`src/rtl/reset_sequencer.sv`:
```
// Staged reset release: waits for clock lock, holds, then frees each subsystem in order on ack.
// Define RESET_SEQ_TIMEOUT_EN to build the per-stage ack timeout and the FAULT state.
module reset_sequencer #(
    parameter int NUM_STAGES     = 4,
    parameter int HOLD_CYCLES    = 16,
    parameter int TIMEOUT_CYCLES = 1024
) (
    input  logic                  clk,
    input  logic                  reset,
    input  logic                  ready_in,
    input  logic [NUM_STAGES-1:0] stage_ack,
    input  logic                  soft_reset_req,
    output logic [NUM_STAGES-1:0] stage_reset,
    output logic                  sys_ready,
    output logic                  fault,
    output logic [3:0]            fault_stage
);

    localparam logic [2:0] S_IDLE     = 3'd0;
    localparam logic [2:0] S_HOLD     = 3'd1;
    localparam logic [2:0] S_WAIT_ACK = 3'd2;
    localparam logic [2:0] S_DONE     = 3'd3;
`ifdef RESET_SEQ_TIMEOUT_EN
    localparam logic [2:0] S_FAULT    = 3'd4;
`endif

    logic                  r_sync1;
    logic                  r_ready_s;
    logic [2:0]            r_state;
    logic [15:0]           r_hold_cnt;
    logic [3:0]            r_k;
    logic [NUM_STAGES-1:0] r_stage_reset;
    logic                  r_sys_ready;

    logic                  w_ack_k;
    logic                  w_last_stage;
    logic                  w_soft_restart;
    logic                  w_timeout;
    logic [3:0]            w_k_next;
    logic [NUM_STAGES-1:0] w_next_release;

    assign w_k_next       = r_k + 4'd1;
    assign w_last_stage   = (r_k == 4'(NUM_STAGES - 1));
    assign w_soft_restart = soft_reset_req && (r_state != S_IDLE);

    // Loop-based select keeps the 4-bit stage index legal for any NUM_STAGES.
    always_comb begin
        w_ack_k        = 1'b0;
        w_next_release = '0;
        for (int i = 0; i < NUM_STAGES; i++) begin
            if (r_k == 4'(i)) begin
                w_ack_k = stage_ack[i];
            end
            if (w_k_next == 4'(i)) begin
                w_next_release[i] = 1'b1;
            end
        end
    end

    // Lock is asynchronous to clk; the synchroniser restarts from 0 on reset.
    always_ff @(posedge clk) begin
        if (reset) begin
            r_sync1   <= 1'b0;
            r_ready_s <= 1'b0;
        end else begin
            r_sync1   <= ready_in;
            r_ready_s <= r_sync1;
        end
    end

    always_ff @(posedge clk) begin
        if (reset || !r_ready_s) begin
            r_state       <= S_IDLE;
            r_hold_cnt    <= '0;
            r_k           <= '0;
            r_stage_reset <= '1;
            r_sys_ready   <= 1'b0;
        end else if (w_soft_restart) begin
            r_state       <= S_HOLD;
            r_hold_cnt    <= '0;
            r_k           <= '0;
            r_stage_reset <= '1;
            r_sys_ready   <= 1'b0;
        end else begin
            case (r_state)
                S_IDLE: begin
                    r_state    <= S_HOLD;
                    r_hold_cnt <= '0;
                end
                S_HOLD: begin
                    if (r_hold_cnt == 16'(HOLD_CYCLES - 1)) begin
                        r_state          <= S_WAIT_ACK;
                        r_k              <= '0;
                        r_stage_reset[0] <= 1'b0;
                    end else begin
                        r_hold_cnt <= r_hold_cnt + 16'd1;
                    end
                end
                S_WAIT_ACK: begin
                    if (w_timeout) begin
`ifdef RESET_SEQ_TIMEOUT_EN
                        r_state       <= S_FAULT;
                        r_stage_reset <= '1;
`endif
                    end else if (w_ack_k) begin
                        if (w_last_stage) begin
                            r_state     <= S_DONE;
                            r_sys_ready <= 1'b1;
                        end else begin
                            r_k           <= w_k_next;
                            r_stage_reset <= r_stage_reset & ~w_next_release;
                        end
                    end
                end
                S_DONE: begin
                end
`ifdef RESET_SEQ_TIMEOUT_EN
                S_FAULT: begin
                end
`endif
                default: begin
                    r_state       <= S_IDLE;
                    r_stage_reset <= '1;
                end
            endcase
        end
    end

`ifdef RESET_SEQ_TIMEOUT_EN
    logic [15:0] r_to_cnt;
    logic        r_fault;
    logic [3:0]  r_fault_stage;

    // Timeout fires one edge after TIMEOUT_CYCLES ack-less cycles, so a late ack still wins.
    assign w_timeout = (r_state == S_WAIT_ACK) && (r_to_cnt == 16'(TIMEOUT_CYCLES));

    always_ff @(posedge clk) begin
        if (reset) begin
            r_to_cnt      <= '0;
            r_fault       <= 1'b0;
            r_fault_stage <= '0;
        end else if (!r_ready_s) begin
            r_to_cnt <= '0;
        end else if (w_soft_restart) begin
            r_to_cnt      <= '0;
            r_fault       <= 1'b0;
            r_fault_stage <= '0;
        end else if (r_state == S_WAIT_ACK) begin
            if (w_timeout) begin
                r_to_cnt      <= '0;
                r_fault       <= 1'b1;
                r_fault_stage <= r_k;
            end else if (w_ack_k) begin
                r_to_cnt <= '0;
            end else begin
                r_to_cnt <= r_to_cnt + 16'd1;
            end
        end else begin
            r_to_cnt <= '0;
        end
    end

    assign fault       = r_fault;
    assign fault_stage = r_fault_stage;
`else
    localparam logic [15:0] LP_TIMEOUT_UNUSED = 16'(TIMEOUT_CYCLES);

    assign w_timeout   = 1'b0;
    assign fault       = 1'b0;
    assign fault_stage = 4'd0;
`endif

    assign stage_reset = r_stage_reset;
    assign sys_ready   = r_sys_ready;

endmodule

```
`config.mk`:
```
export PLATFORM = sky130hd
export DESIGN_NAME = reset_sequencer
export DESIGN_NICKNAME = d
export VERILOG_FILES = /design/src/rtl/reset_sequencer.sv
export SDC_FILE = /design/constraint.sdc
export NUM_CORES = 1
export LEC_CHECK = 0
export CAP_MARGIN = 20
export CORE_ASPECT_RATIO = 1.2
export CORE_MARGIN = 2
export CORE_UTILIZATION = 45
export CTS_BUF_LIST = sky130_fd_sc_hd__clkbuf_4
export CTS_CLUSTER_DIAMETER = 80
export CTS_CLUSTER_SIZE = 10
export DETAILED_ROUTE_END_ITERATION = 10
export HOLD_SLACK_MARGIN = 0.05
export PLACE_DENSITY_LB_ADDON = 0.12
export SYNTH_ARGS = -nofsm -noshare
export SYNTH_HDL_FRONTEND = slang
export SYNTH_SLANG_ARGS = --single-unit
```
`constraint.sdc`:
```
create_clock -name clk -period 1.7 [get_ports clk]
set_input_delay 0.255 -clock clk [delete_from_list [all_inputs] [get_ports clk]]
set_output_delay 0.255 -clock clk [all_outputs]
set_load 0.02 [all_outputs]
```
==> results.cfg <==
[status]
status = finished, violations left
failed_checks = setup timing

[power]
static-leakage-power_nw = 0.8286
p_sw_w = 0.0002775
sw_frac_of_total = 0.2393
total_power_w = 0.001159
pwr_density_cell_mw_per_mm2 = 537.2
maximum_vdd_drop_mv = 0.2887
pwr-share-clk = 0.349
pwr-share-comb = 0.063
cellInternalPower_w = 0.0008819
sequential_share_of_power = 0.588

[die]
row_count = 24
die_h_um = 70.27
core_mm2 = 0.003573
die_x_um = 59.22
fp.dieArea_mm2 = 0.004161
io_pins = 18
initial_utilization = 0.4608

[synthesis]
synth_sequential_area_ratio = 0.3526
synthCells = 184
yosys.area.top_type_share = 0.3526
synth_flop_cell = sky130_fd_sc_hd__dfxtp_1
yosys.cell_count.top_type = sky130_fd_sc_hd__dfxtp_1
synth.avg_cell_area_um2 = 8.949
synth_cell_type_count = 45
post_synth_most_frequent_cells = sky130_fd_sc_hd__dfxtp_1, sky130_fd_sc_hd__nor2_1, sky130_fd_sc_hd__nand3_1, sky130_fd_sc_hd__ha_1, sky130_fd_sc_hd__xor2_1
synth.ff_latch_count = 29
synth_area_leader_cell = sky130_fd_sc_hd__dfxtp_1
netlist_area_mm2 = 0.001647
synth-edff-count = 0
asyncSetResetFlopFracSynth = 0
ys_top_cells_by_area = sky130_fd_sc_hd__dfxtp_1, sky130_fd_sc_hd__ha_1, sky130_fd_sc_hd__xor2_1, sky130_fd_sc_hd__nor2_1, sky130_fd_sc_hd__nand3_1
synth.yosys.warnings = 0

[global_routing]
global_route.usage.total = 0.2012
antenna_found_initial = 0
first_global_vias = 1444
grt_remaining_overflow = 0
grt_pass1_wl_um = 6382
largest_net_degree_at_the_start_of_global_routing = 11

[drt]
via_per_inst = 5.358
drtAntennaViolNets = 0
first_iter_violations = 58
drt_first_pass_iters = 4
route.detailed.drc = 0
via_count = 1436
routedWlPerCell_um = 14.33
drt_wl_total_um = 3841

[layout]
final_cells = 268
area_taken_by_multi_input_logic_gates_mm2 = 0.001071
area_delta_synth_final_pct = 31.08
fillers = 302
num-nets-final = 250
antenna-diode-count = 0
seq_area_um2 = 588.1
share_of_post_route_cells_with_drive_strength_above_1 = 0.2969

[setup_path]
startpoint_type = register
critPathKind = reg2reg
crit_slowest_cell = sky130_fd_sc_hd__dfxtp_4
worst-endpoint-arrival_ns = 1.98
worst_stage_delay_on_the_critical_path_ns = 0.37
path_buf_inv = 0
worst_path_dominant_cell_family = compound AO/OA/AOI/OAI gates
path_max_fanout = 4
cp-end-kind = register
critical_path.cell_chain = ha_4 -> or3_4 -> a211oi_4 -> a21boi_2 -> nand3b_1 -> a221o_1
cp.required_ns = 1.93

[placed_design]
numPlacedInstances = 260
place_hpwl_um = 2906
io_buffers = 12
routabilityCongestion = 0.8452

[clocking]
tritoncts = yes
cts.reportedPaths.clkPinSlew_ns = 0.09
numCtsBuffers = 5
source_to_sink_clock_delay_at_the_later_pin_of_the_worst_skew_pair_ns = 0.34
cts.sink_count = 29
clockBufferDepth = 2
htreeDepth = 2
cts.hold.buffers_added = 0
clk_root_buffer_cell = sky130_fd_sc_hd__clkbuf_4

[sta]
drv_slew = 0
upper_clock_frequency_limit_ghz = 0.5735
skew_ns = 0.007665
layout_setup_ws_ns = -0.04363
unrepaired_setup_endpoints_after_global_routing = true
setup_viol = 3
hold_viol = 0
fraction_of_the_cycle_the_final_worst_path_needs = 1.026
fin_crit_ns = 1.744

[flow_run]
max_cap_violations = 0

[min_path]
worst_hold_path_type = reg2reg
layout make-up:
class,instances,share of cell area
Inverter,7,0.01217
Multi-Input combinational cell,140,0.4962
Tap cell,39,0.02261
Timing Repair Buffer,46,0.1739
Clock inverter,1,0.001739
Clock buffer,6,0.02087
Sequential cell,29,0.2725
state kept, by name, summed over array words and instances, names as in the netlist:
signal       count
stage_reset      4
sys_ready        1
r_sync1          1
r_ready_s        1
r_hold_cnt      16
r_state          2
r_k              4
what timing repair did:
| item | CTS | global route |
|---|---|---|
| setup buffers | 0 | 1 |
| pin swaps | 2 | 3 |
| setup endpoints to repair | 14 | 26 |
| gates resized for setup | 7 | 12 |
final timing paths:
| kind | from | endpoint | slack (ns) | depth (start not counted) |
|---|---|---|---|---|
| max | r_k[1]$_SDFFE_PP0P_ | stage_reset[0]$_SDFFE_PP1P_ | -0.04 | 6 |
| min | r_sync1$_SDFF_PP0_ | r_ready_s$_SDFF_PP0_ | 0.45 | 1 |
| max reg2reg | r_k[1]$_SDFFE_PP0P_ | stage_reset[0]$_SDFFE_PP1P_ | -0.04 | 6 |
| min reg2reg | r_sync1$_SDFF_PP0_ | r_ready_s$_SDFF_PP0_ | 0.45 | 1 |
power groups by stage:
| stage | Sequential (W) | Clock [W] | Combinational (W) |
|---|---|---|---|
| after floorplan | 0.000699 | 0 | 0.0000452 |
| after global placement | 0.000699 | 0 | 0.0000675 |
| after detailed placement | 0.000699 | 0 | 0.0000689 |
| after CTS | 0.000681 | 0.000418 | 0.0000703 |
| after global routing | 0.000682 | 0.000448 | 0.0000799 |
| final | 0.000681 | 0.000405 | 0.0000735 |
through the flow:
stage | hold slack (ns) | setup TNS, ns | cell area (µm²) | utilization | worst slack, ns
2_1_floorplan | 0.3266 | -0.1010 | 1677 | - | -0.07377
3_3_place_gp | 0.4256 | -0.02069 | 2026 | 0.5669 | -0.02020
3_5_place_dp | 0.4413 | -0.3159 | 2026 | 0.5669 | -0.06671
4_1_cts | 0.4575 | -0.1212 | 2095 | 0.5861 | -0.06889
5_1_grt | 0.4673 | -0.7978 | 2158 | 0.6040 | -0.1326
6_report | 0.4549 | -0.08602 | 2158 | 0.6040 | -0.04363
layout by cell type, fill, tap and decap left out, types with 2 or more instances in the layout:
master                            instances
sky130_fd_sc_hd__and3_1                   3
sky130_fd_sc_hd__nand2b_1                 2
sky130_fd_sc_hd__and2_2                   2
sky130_fd_sc_hd__nand4_1                  7
sky130_fd_sc_hd__nor2_1                  19
sky130_fd_sc_hd__buf_4                   34
sky130_fd_sc_hd__xor2_1                  10
sky130_fd_sc_hd__inv_2                    2
sky130_fd_sc_hd__nor2b_1                  5
sky130_fd_sc_hd__inv_1                    5
sky130_fd_sc_hd__nor4_1                   2
sky130_fd_sc_hd__clkbuf_4                 6
sky130_fd_sc_hd__and4_1                   3
sky130_fd_sc_hd__nand3_1                 14
sky130_fd_sc_hd__nor3_1                   2
sky130_fd_sc_hd__conb_1                   5
sky130_fd_sc_hd__clkdlybuf4s50_1         12
sky130_fd_sc_hd__dfxtp_2                  3
sky130_fd_sc_hd__a21oi_1                  6
sky130_fd_sc_hd__dfxtp_1                 25
sky130_fd_sc_hd__mux2i_1                  2
sky130_fd_sc_hd__ha_4                     3
sky130_fd_sc_hd__ha_1                     8
sky130_fd_sc_hd__a31oi_1                  4
sky130_fd_sc_hd__nand3b_1                 5
sky130_fd_sc_hd__ha_2                     2
sky130_fd_sc_hd__o21ai_0                  4
sky130_fd_sc_hd__nor4_4                   2
sky130_fd_sc_hd__a21o_1                   3
sky130_fd_sc_hd__nand2_1                  7
cells by family after synthesis:
logic type                 synth area share
and+or+nand+nor                      0.3024
DFF                                  0.3526
AOI/OAI and AO/OA                    0.1216
buffers and inverters               0.05699
adders and majority gates           0.09879
xor gates and xnor gates            0.05319
muxes                               0.01216
other                              0.002277
layer usage:
metal  vias up  global-route usage  part of all wire
met4         0             0.09848             0.017
met3         6             0.04630             0.038
met1       675              0.2419              0.43
li1        730                   -                 -
met5         -                   0                 0
met2        25              0.3272              0.51
Power figures use the tool's default switching activity.
